## config.mk

```make
export PLATFORM = sky130hd
export DESIGN_NAME = mod_hk_mem
export DESIGN_NICKNAME = d
export VERILOG_FILES = /design/src/rtl/mod_hk_mem.sv
export SDC_FILE = /design/constraint.sdc
export NUM_CORES = 2
export LEC_CHECK = 0
export CAP_MARGIN = 20
export CORE_UTILIZATION = 56
export DETAILED_ROUTE_END_ITERATION = 12
export PLACE_DENSITY = 0.74
export RECOVER_POWER = 25
export SLEW_MARGIN = 20
export SYNTH_ARGS = -nofsm -noshare
export SYNTH_HDL_FRONTEND = slang
export SYNTH_SLANG_ARGS = --single-unit
```

## constraint.sdc

```tcl
create_clock -name CLK -period 9.9 [get_ports CLK]
set_input_delay 1.485 -clock CLK [delete_from_list [all_inputs] [get_ports CLK]]
set_output_delay 1.485 -clock CLK [all_outputs]
set_load 0.05 [all_outputs]
```

## src/rtl/mod_hk_mem.sv

```systemverilog
// ---------------------------------------------------------------------------
// mod_hk_mem -- SHA-256 constant store.
//
// On a copy request the 8 initial hash words (H0..H7) and the 64 round
// constants (K0..K63) are moved from an internal ROM into a RAM built from
// four byte-wide banks. RDY is then asserted. From then on any word can be
// read combinationally through the HK port.
//
// Ports:
//   CLK          rising-edge clock
//   RST_N        asynchronous active-low reset
//   COPY_ROM     level request to start the ROM-to-RAM copy
//   HK_SELECTOR  0 = read H table, 1 = read K table
//   H_ADDR[2:0]  H word index 0..7
//   K_ADDR[5:0]  K word index 0..63
//   HK[31:0]     selected constant word (combinational)
//   RDY          copy complete; RAM contents valid
// ---------------------------------------------------------------------------

// ---------------------------------------------------------------------------
// hk_ram_bank -- one 8-bit x 128 bank.
// Synchronous write, asynchronous read, and no reset on the storage.
//
// Ports:
//   clk, wr_en, wr_addr[6:0], wr_data[7:0]  write port
//   rd_addr[6:0], rd_data[7:0]              combinational read port
// ---------------------------------------------------------------------------
module hk_ram_bank (
  input  logic       clk,
  input  logic       wr_en,
  input  logic [6:0] wr_addr,
  input  logic [7:0] wr_data,
  input  logic [6:0] rd_addr,
  output logic [7:0] rd_data
);

  logic [7:0] buffer [0:127];

  always_ff @(posedge clk) begin
    if (wr_en) begin
      buffer[wr_addr] <= wr_data;
    end
  end

  assign rd_data = buffer[rd_addr];

endmodule

// ---------------------------------------------------------------------------
// hk_ram -- 32-bit x 128 RAM built from four byte banks.
// bank_1 holds bits 31:24 and bank_4 holds bits 7:0.
//
// Ports:
//   clk, wr_en, wr_addr[6:0], wr_data[31:0]  write port (all banks in parallel)
//   rd_addr[6:0], rd_data[31:0]              combinational read port
// ---------------------------------------------------------------------------
module hk_ram (
  input  logic        clk,
  input  logic        wr_en,
  input  logic [6:0]  wr_addr,
  input  logic [31:0] wr_data,
  input  logic [6:0]  rd_addr,
  output logic [31:0] rd_data
);

  hk_ram_bank bank_1 (.clk(clk), .wr_en(wr_en), .wr_addr(wr_addr),
                      .wr_data(wr_data[31:24]), .rd_addr(rd_addr),
                      .rd_data(rd_data[31:24]));
  hk_ram_bank bank_2 (.clk(clk), .wr_en(wr_en), .wr_addr(wr_addr),
                      .wr_data(wr_data[23:16]), .rd_addr(rd_addr),
                      .rd_data(rd_data[23:16]));
  hk_ram_bank bank_3 (.clk(clk), .wr_en(wr_en), .wr_addr(wr_addr),
                      .wr_data(wr_data[15:8]), .rd_addr(rd_addr),
                      .rd_data(rd_data[15:8]));
  hk_ram_bank bank_4 (.clk(clk), .wr_en(wr_en), .wr_addr(wr_addr),
                      .wr_data(wr_data[7:0]), .rd_addr(rd_addr),
                      .rd_data(rd_data[7:0]));

endmodule

module mod_hk_mem (
  input  logic        CLK,
  input  logic        RST_N,
  input  logic        COPY_ROM,
  input  logic        HK_SELECTOR,
  input  logic [2:0]  H_ADDR,
  input  logic [5:0]  K_ADDR,
  output logic [31:0] HK,
  output logic        RDY
);

  typedef enum logic [1:0] {IDLE, COPY, DONE} state_t;

  // ROM layout: entries 0..7 are H0..H7, entries 8..71 are K0..K63.
  localparam logic [31:0] ROM_DATA [0:71] = '{
    32'h6a09e667, 32'hbb67ae85, 32'h3c6ef372, 32'ha54ff53a,
    32'h510e527f, 32'h9b05688c, 32'h1f83d9ab, 32'h5be0cd19,
    32'h428a2f98, 32'h71374491, 32'hb5c0fbcf, 32'he9b5dba5,
    32'h3956c25b, 32'h59f111f1, 32'h923f82a4, 32'hab1c5ed5,
    32'hd807aa98, 32'h12835b01, 32'h243185be, 32'h550c7dc3,
    32'h72be5d74, 32'h80deb1fe, 32'h9bdc06a7, 32'hc19bf174,
    32'he49b69c1, 32'hefbe4786, 32'h0fc19dc6, 32'h240ca1cc,
    32'h2de92c6f, 32'h4a7484aa, 32'h5cb0a9dc, 32'h76f988da,
    32'h983e5152, 32'ha831c66d, 32'hb00327c8, 32'hbf597fc7,
    32'hc6e00bf3, 32'hd5a79147, 32'h06ca6351, 32'h14292967,
    32'h27b70a85, 32'h2e1b2138, 32'h4d2c6dfc, 32'h53380d13,
    32'h650a7354, 32'h766a0abb, 32'h81c2c92e, 32'h92722c85,
    32'ha2bfe8a1, 32'ha81a664b, 32'hc24b8b70, 32'hc76c51a3,
    32'hd192e819, 32'hd6990624, 32'hf40e3585, 32'h106aa070,
    32'h19a4c116, 32'h1e376c08, 32'h2748774c, 32'h34b0bcb5,
    32'h391c0cb3, 32'h4ed8aa4a, 32'h5b9cca4f, 32'h682e6ff3,
    32'h748f82ee, 32'h78a5636f, 32'h84c87814, 32'h8cc70208,
    32'h90befffa, 32'ha4506ceb, 32'hbef9a3f7, 32'hc67178f2
  };

  state_t      state;
  state_t      state_next;
  logic [6:0]  index;
  logic [6:0]  index_next;
  logic        wr_en;
  logic [6:0]  wr_addr;
  logic [31:0] wr_data;
  logic [6:0]  rd_addr;

  always_ff @(posedge CLK or negedge RST_N) begin
    if (!RST_N) begin
      state <= IDLE;
      index <= '0;
    end else begin
      state <= state_next;
      index <= index_next;
    end
  end

  // Once DONE is reached, only reset leaves it; COPY_ROM is ignored there.
  always_comb begin
    state_next = state;
    index_next = index;
    case (state)
      IDLE: begin
        if (COPY_ROM) begin
          state_next = COPY;
          index_next = '0;
        end
      end
      COPY: begin
        index_next = index + 7'd1;
        if (index == 7'd71) begin
          state_next = DONE;
        end
      end
      DONE: begin
        state_next = DONE;
      end
      default: begin
        state_next = IDLE;
        index_next = '0;
      end
    endcase
  end

  // H words sit at 0..7 and K words at 64..127, so K indices 8..71 are
  // shifted up by 56. This leaves addresses 8..63 unused.
  assign wr_en   = (state == COPY);
  assign wr_addr = (index < 7'd8) ? index : index + 7'd56;
  assign wr_data = (index <= 7'd71) ? ROM_DATA[index] : 32'h0;

  assign rd_addr = HK_SELECTOR ? {1'b1, K_ADDR} : {4'b0000, H_ADDR};
  assign RDY     = (state == DONE);

  hk_ram RAM (
    .clk    (CLK),
    .wr_en  (wr_en),
    .wr_addr(wr_addr),
    .wr_data(wr_data),
    .rd_addr(rd_addr),
    .rd_data(HK)
  );

endmodule

```

; ---- Word-level counts from Yosys, hierarchy flattened
; Memory sizes are Yosys's and may differ from the RTL's.
; Index checks and enable logic that the tools add are counted.
[op_classes]
n_addsub = 2
magnitude_cmp = 3
n_eq_ne = 5
muxes = 12
bitwise_logic = 2
n_reduce_logical = 3
[op_table]
columns = operator, count
row1 = 32-bit 2-to-1 mux, 3
row2 = 7-bit 2-to-1 mux, 3
row3 = 7-bit one-hot mux with 3 select lines, 1
row4 = "8-bit greater-or-equal comparator, second input constant", 1
row5 = 7-bit NOT with 8-bit output, 1
row6 = "7-bit by 1-bit adder with 7-bit output, second input constant", 1
row7 = "7-bit by 6-bit adder with 7-bit output, second input constant", 1
row8 = "7-bit == test, second input constant", 1
row9 = "7-bit <= comparator, second input constant", 1
row10 = "7-bit by 4-bit < comparator with 1-bit output, second input constant", 1
row11 = 2-bit one-hot mux with 3 select lines, 1
row12 = 2-bit 2-to-1 mux, 2
row13 = "2-bit inequality test, second input constant", 2
row14 = 2-bit AND reduction, 2
row15 = "2-bit by 1-bit == test with 1-bit output, second input constant", 1
row16 = "2-bit == test, second input constant", 1
row17 = 2-bit logical NOT, 1
row18 = 1-bit 2-to-1 mux, 2
row19 = 1-bit NOT, 1
[totals]
register_bits = 9
mem_bits_rw = 4096
romBits = 4096
input_bits = 13
out_inout_bits = 33
word_cells = 34
n_memories = 5
[memory_table]
columns = name, words, width, read_ports, rd_ports_with_merged_regs, write_ports, line
row1 = (no name shown), 128, 32, 1, 0, 0, 166  ; assign wr_data = (index <= 7'd71) ? ROM_DATA[index] : 32'h0;
row2 = RAM.bank_1.buffer, 128, 8, 1, 0, 1, 37  ; logic [7:0] buffer [0:127];
row3 = RAM.bank_2.buffer, 128, 8, 1, 0, 1, 37
row4 = RAM.bank_3.buffer, 128, 8, 1, 0, 1, 37
row5 = RAM.bank_4.buffer, 128, 8, 1, 0, 1, 37

; ---- Depth between registers and ports, before layout
[logic_depth]
depth_word = 5
mapped_depth = 13
ltp_nobuf = 9

; ---- By module
; A second synthesis with hierarchy kept.
[unflattened]
cells_unflattened = 7164
area_unflattened_um2 = 162226.8
[modules_own_cells]
columns = mod, instances, cells_each, area_each_um2, seq_area_each_um2
row1 = hk_ram_bank, 4, 1627, 39505.4, 30749.5
row2 = mod_hk_mem, 1, 656, 4205.3, 225.2

; ---- Worst setup path before layout
; Ideal clock, no wire load.
[synth_path]
path_kind = reg-to-reg
start = register index[1]
end = memory RAM.bank_2.buffer[0][5], data pin
setup_time_ns = 0.836
arrival_ns = 5.375
required_time_ns = 9.064
slack_ns = 3.689
path_stages_with_launch = 11
path_buffers = 2
path_cell_list = dfrtp_1 clkbuf_1 inv_1 ha_1 clkbuf_1 nand2_1 nand3_1 a21boi_0 mux4_2 nor2_1 a311oi_1
[synth_between]
elab_chain_len = 5
[synth_lines]
columns = element, line
row1 = "start, declared", 118  ; logic [6:0] index;
row2 = "start signal, assigned", 131  ; index <= index_next;
row3 = 7-bit NOT with 8-bit output (implied by the code), 166
row4 = memory read 128 x 32 bit, --
row5 = 32-bit 2-to-1 mux (implied by the code) (2 in series), 166
row6 = 32-bit 2-to-1 mux (*), 166
row7 = named net RAM.bank_2.wr_data[5], 32  ; input logic [7:0] wr_data,
row8 = "end, declared", 37
; The timed path passes the listed nets; every way through them passes the cells marked *. The select of a mux whose other input is x is not followed.

; ---- Worst setup path after layout
[layout_path]
start = register index[2]
end = memory RAM.bank_4.buffer[108][5], data pin
[layout_between]
elab_chain_len = 5
[layout_lines]
columns = element, line
row1 = 7-bit NOT with 8-bit output (implied by the code), 166
row2 = memory read 128 x 32 bit, --
row3 = 32-bit 2-to-1 mux (implied by the code) (2 in series), 166
row4 = 32-bit 2-to-1 mux (*), 166
row5 = named net RAM.bank_4.wr_data[5], 32
row6 = "end, declared", 37
; Marks and branches as above.

==> reports/qor.yml <==
status:
  run_status: "complete, but fails checks"
  violations: "max-capacitance violations, max-slew violations"
flow_run:
  maxCapViolCount: 47
global_route:
  grtUsageMet1_pct: 42.7
  grt-ovfl-total: 0
  grt_pass1_vias: 57600
  antenna_found_initial: 11
  grtUsageTotal_pct: 31.4
  use_met3_pct: 6.24
  grt_pass1_wl_mm: 387
  grtUsageMet2_pct: 49.0
  gr-max-usage-layer: "met2"
  grt_max_degree: 184
finish:
  utilization_pct: 62.1
  drive_gt1_share_pct: 9.79
  syn2layout_area_growth_pct: 10.2
  fin_nets: 6676
detailed_routing:
  via_per_inst: 6.65
  post_drt_wl_per_cell_um: 29.7
  first_pass_iters: 6
  vias: 59900
  drc_errors: 0
  wl_mm: 267
  drt_iter0_drc: 9250
  ant_nets: 0
floorplanning:
  start_util_pct: 56.3
  die_y_um: 412
  die_area_um2: 170000
  die_w_um: 412
  num_rows: 150
  ios: 46
  core-area_um2: 167000
timing:
  rsz0062_at_grt: "false"
  finalHoldViolCount: 0
  clock_skew_ns: 0.0217
  fin_crit_ns: 8.61
  finalCritPeriodShare_pct: 87.0
  holdWs_ns: 0.578
  setup_viol: 0
  tns_ns: 0
  worst_pin_slew_ns: 3.53
  slew_headroom_pct: -135
  drv_slew: 1319
  max_freq_ghz: 0.116
worst_setup_path:
  critPathMaxFanout: 85
  crit_type: "reg -> reg"
  reg2reg_slack_ns: 1.29
  crit_path_start_kind: "flip-flop"
  required_ns: 10.03
  arrival_ns: 8.74
  critPathCaptureType: "flip-flop"
clock_network:
  cts_resized: 0
  cts.sinks: 2313
  root_buffer: "clkbuf_16"
  cts_tree: "yes"
  cts_buffers: 210
  clk_latency_ns: 0.86
  ctsHoldBuffers: 0
  clk_path_buf_depth: 3
  clk_pin_slew_ns: 0.06
  htreeDepth: 4
  cts_setup_buffers: 0
synth:
  synth_top_area_share_pct: 73.6
  synth.area.top_cells: "edfxtp_1, nand2_1, mux4_2"
  synth_seq_cells: 2313
  avgSynthCellArea_um2: 14.1
  yosysSeqAreaShare_pct: 73.8
  netlist_instances: 6660
  ys_warn_count: 0
  async_flop_share_pct: 0.389
  ys_top_cells_by_count: "edfxtp_1, nand2_1, nand3_1"
  synth.most_common_cell: "edfxtp_1"
  synthesis.area_um2: 94100
  syn_nets: 6697
  ys_dominant_reg_cell: "edfxtp_1"
  yosys.area.top_type: "edfxtp_1"
  synth-edff-count: 2304
  synth.distinct_cells: 71
place:
  hpwl_mm: 148
  finalWeightedCongestion: 0.951
  portBuffers: 45
power_and_ir_drop:
  p_comb_share_pct: 5.4
  clockPowerShare_pct: 39.7
  p_int_mw: 15.1
  irDropWorstVdd_uv: 204
  leakage_nw: 34.7
  p_switching_mw: 4.23
  power_density_nw_per_um2: 186
  p_sw_share_pct: 21.9
  seqPwrFrac_pct: 54.9
  power_mw: 19.3
min_path:
  hold_path.class: "reg -> reg"
[state kept, by name, indices dropped and copies added (netlist names)]
register           cells
index                  7
state                  2
RAM.bank_1.buffer    576
RAM.bank_4.buffer    576
RAM.bank_3.buffer    576
RAM.bank_2.buffer    576
[worst max-delay path, stage by stage, from the launching register on]
cell	delay [ns]
dfrtp_2	0.34
clkbuf_1	2.47
inv_1	0.98
clkbuf_1	0.52
ha_1	0.36
nor2b_1	0.39
a31oi_1	0.13
nor2_4	0.09
clkbuf_1	2.42
[final timing paths]
check | depth (start not counted) | to | from
setup / recovery | 8 | RAM.bank_4.buffer[108][5] | index[2]
hold / removal | 2 | state[0] | state[0]
setup reg to reg | 8 | RAM.bank_4.buffer[108][5] | index[2]
hold reg to reg | 2 | state[0] | state[0]
max in group asynchronous | 1 | index[3] | RST_N
min in group asynchronous | 1 | state[0] | RST_N
[final cells by class]
class	instances	area (um^2)
Tap cell	2204	2760
Antenna cell	4	10.0
Clock inverter	86	723
Clock buffer	289	5600
Fill cell	11700	63400
Inverter	29	109
Multi-Input combinational cell	3850	23200
Sequential cell	2313	69400
Timing Repair Buffer	235	1860
[metal layers]
metal  vias up  part of all wire [%]  wire, um
met4         8                   5.2     13900
met3       757                    12     33300
met5         -                 0.022        58
met1     29600                    36     95600
met2      4442                    47    124000
li1      25200                     -         -
[logic make-up after synthesis]
logic type | share of synthesized area (%)
AOI/OAI and AO/OA | 6.47
xor gates and xnor gates | 0.0186
muxes | 5.41
DFF | 73.8
adders and majority gates | 0.319
buffers and inverters | 2.42
and+or+nand+nor | 11.6
[per-stage QoR]
stage | cells | cell area, um^2 | worst slack [ns]
floorplan | 6660 | 94100 | 3.69
global placement | 8630 | 97600 | 1.63
detailed placement | 8630 | 97700 | 1.67
CTS | 9005 | 104000 | 1.63
global route | 9006 | 104000 | 0.848
finish | 9010 | 104000 | 1.29
[placed cells by master, fill, tap and decap left out, types with 20 or more instances in the layout]
cell	Yosys	final
nand3_1	445	444
nand4_1	33	33
buf_4	32	143
and3_1	45	45
edfxtp_1	2304	2304
a221oi_1	33	32
a21oi_1	306	298
nor2_1	330	272
a311oi_1	52	46
nor3_1	98	96
or4_1	25	25
mux2i_1	192	191
clkinv_1	1	43
o221ai_1	23	23
o22ai_1	133	133
nand2b_1	34	32
nor4_1	29	28
nand2_1	1424	1424
mux4_2	136	136
inv_1	28	28
clkbuf_16	0	212
clkdlybuf4s50_1	0	38
o211ai_1	23	23
o21ai_0	107	107
ha_1	24	24
a31oi_1	111	111
clkinv_2	0	20
clkbuf_1	218	113
a211oi_1	34	30
nor2_4	0	56
[power groups by stage]
stage	Sequential, mW	Clock (mW)	Combinational [mW]
4_1_cts	10.6	7.69	1.03
5_1_grt	10.6	8.05	1.10
2_1_floorplan	10.8	0	0.686
6_report	10.6	7.68	1.05
3_3_place_gp	10.8	0	1.01
3_5_place_dp	10.8	0	1.02
Power figures use the tool's default switching activity.
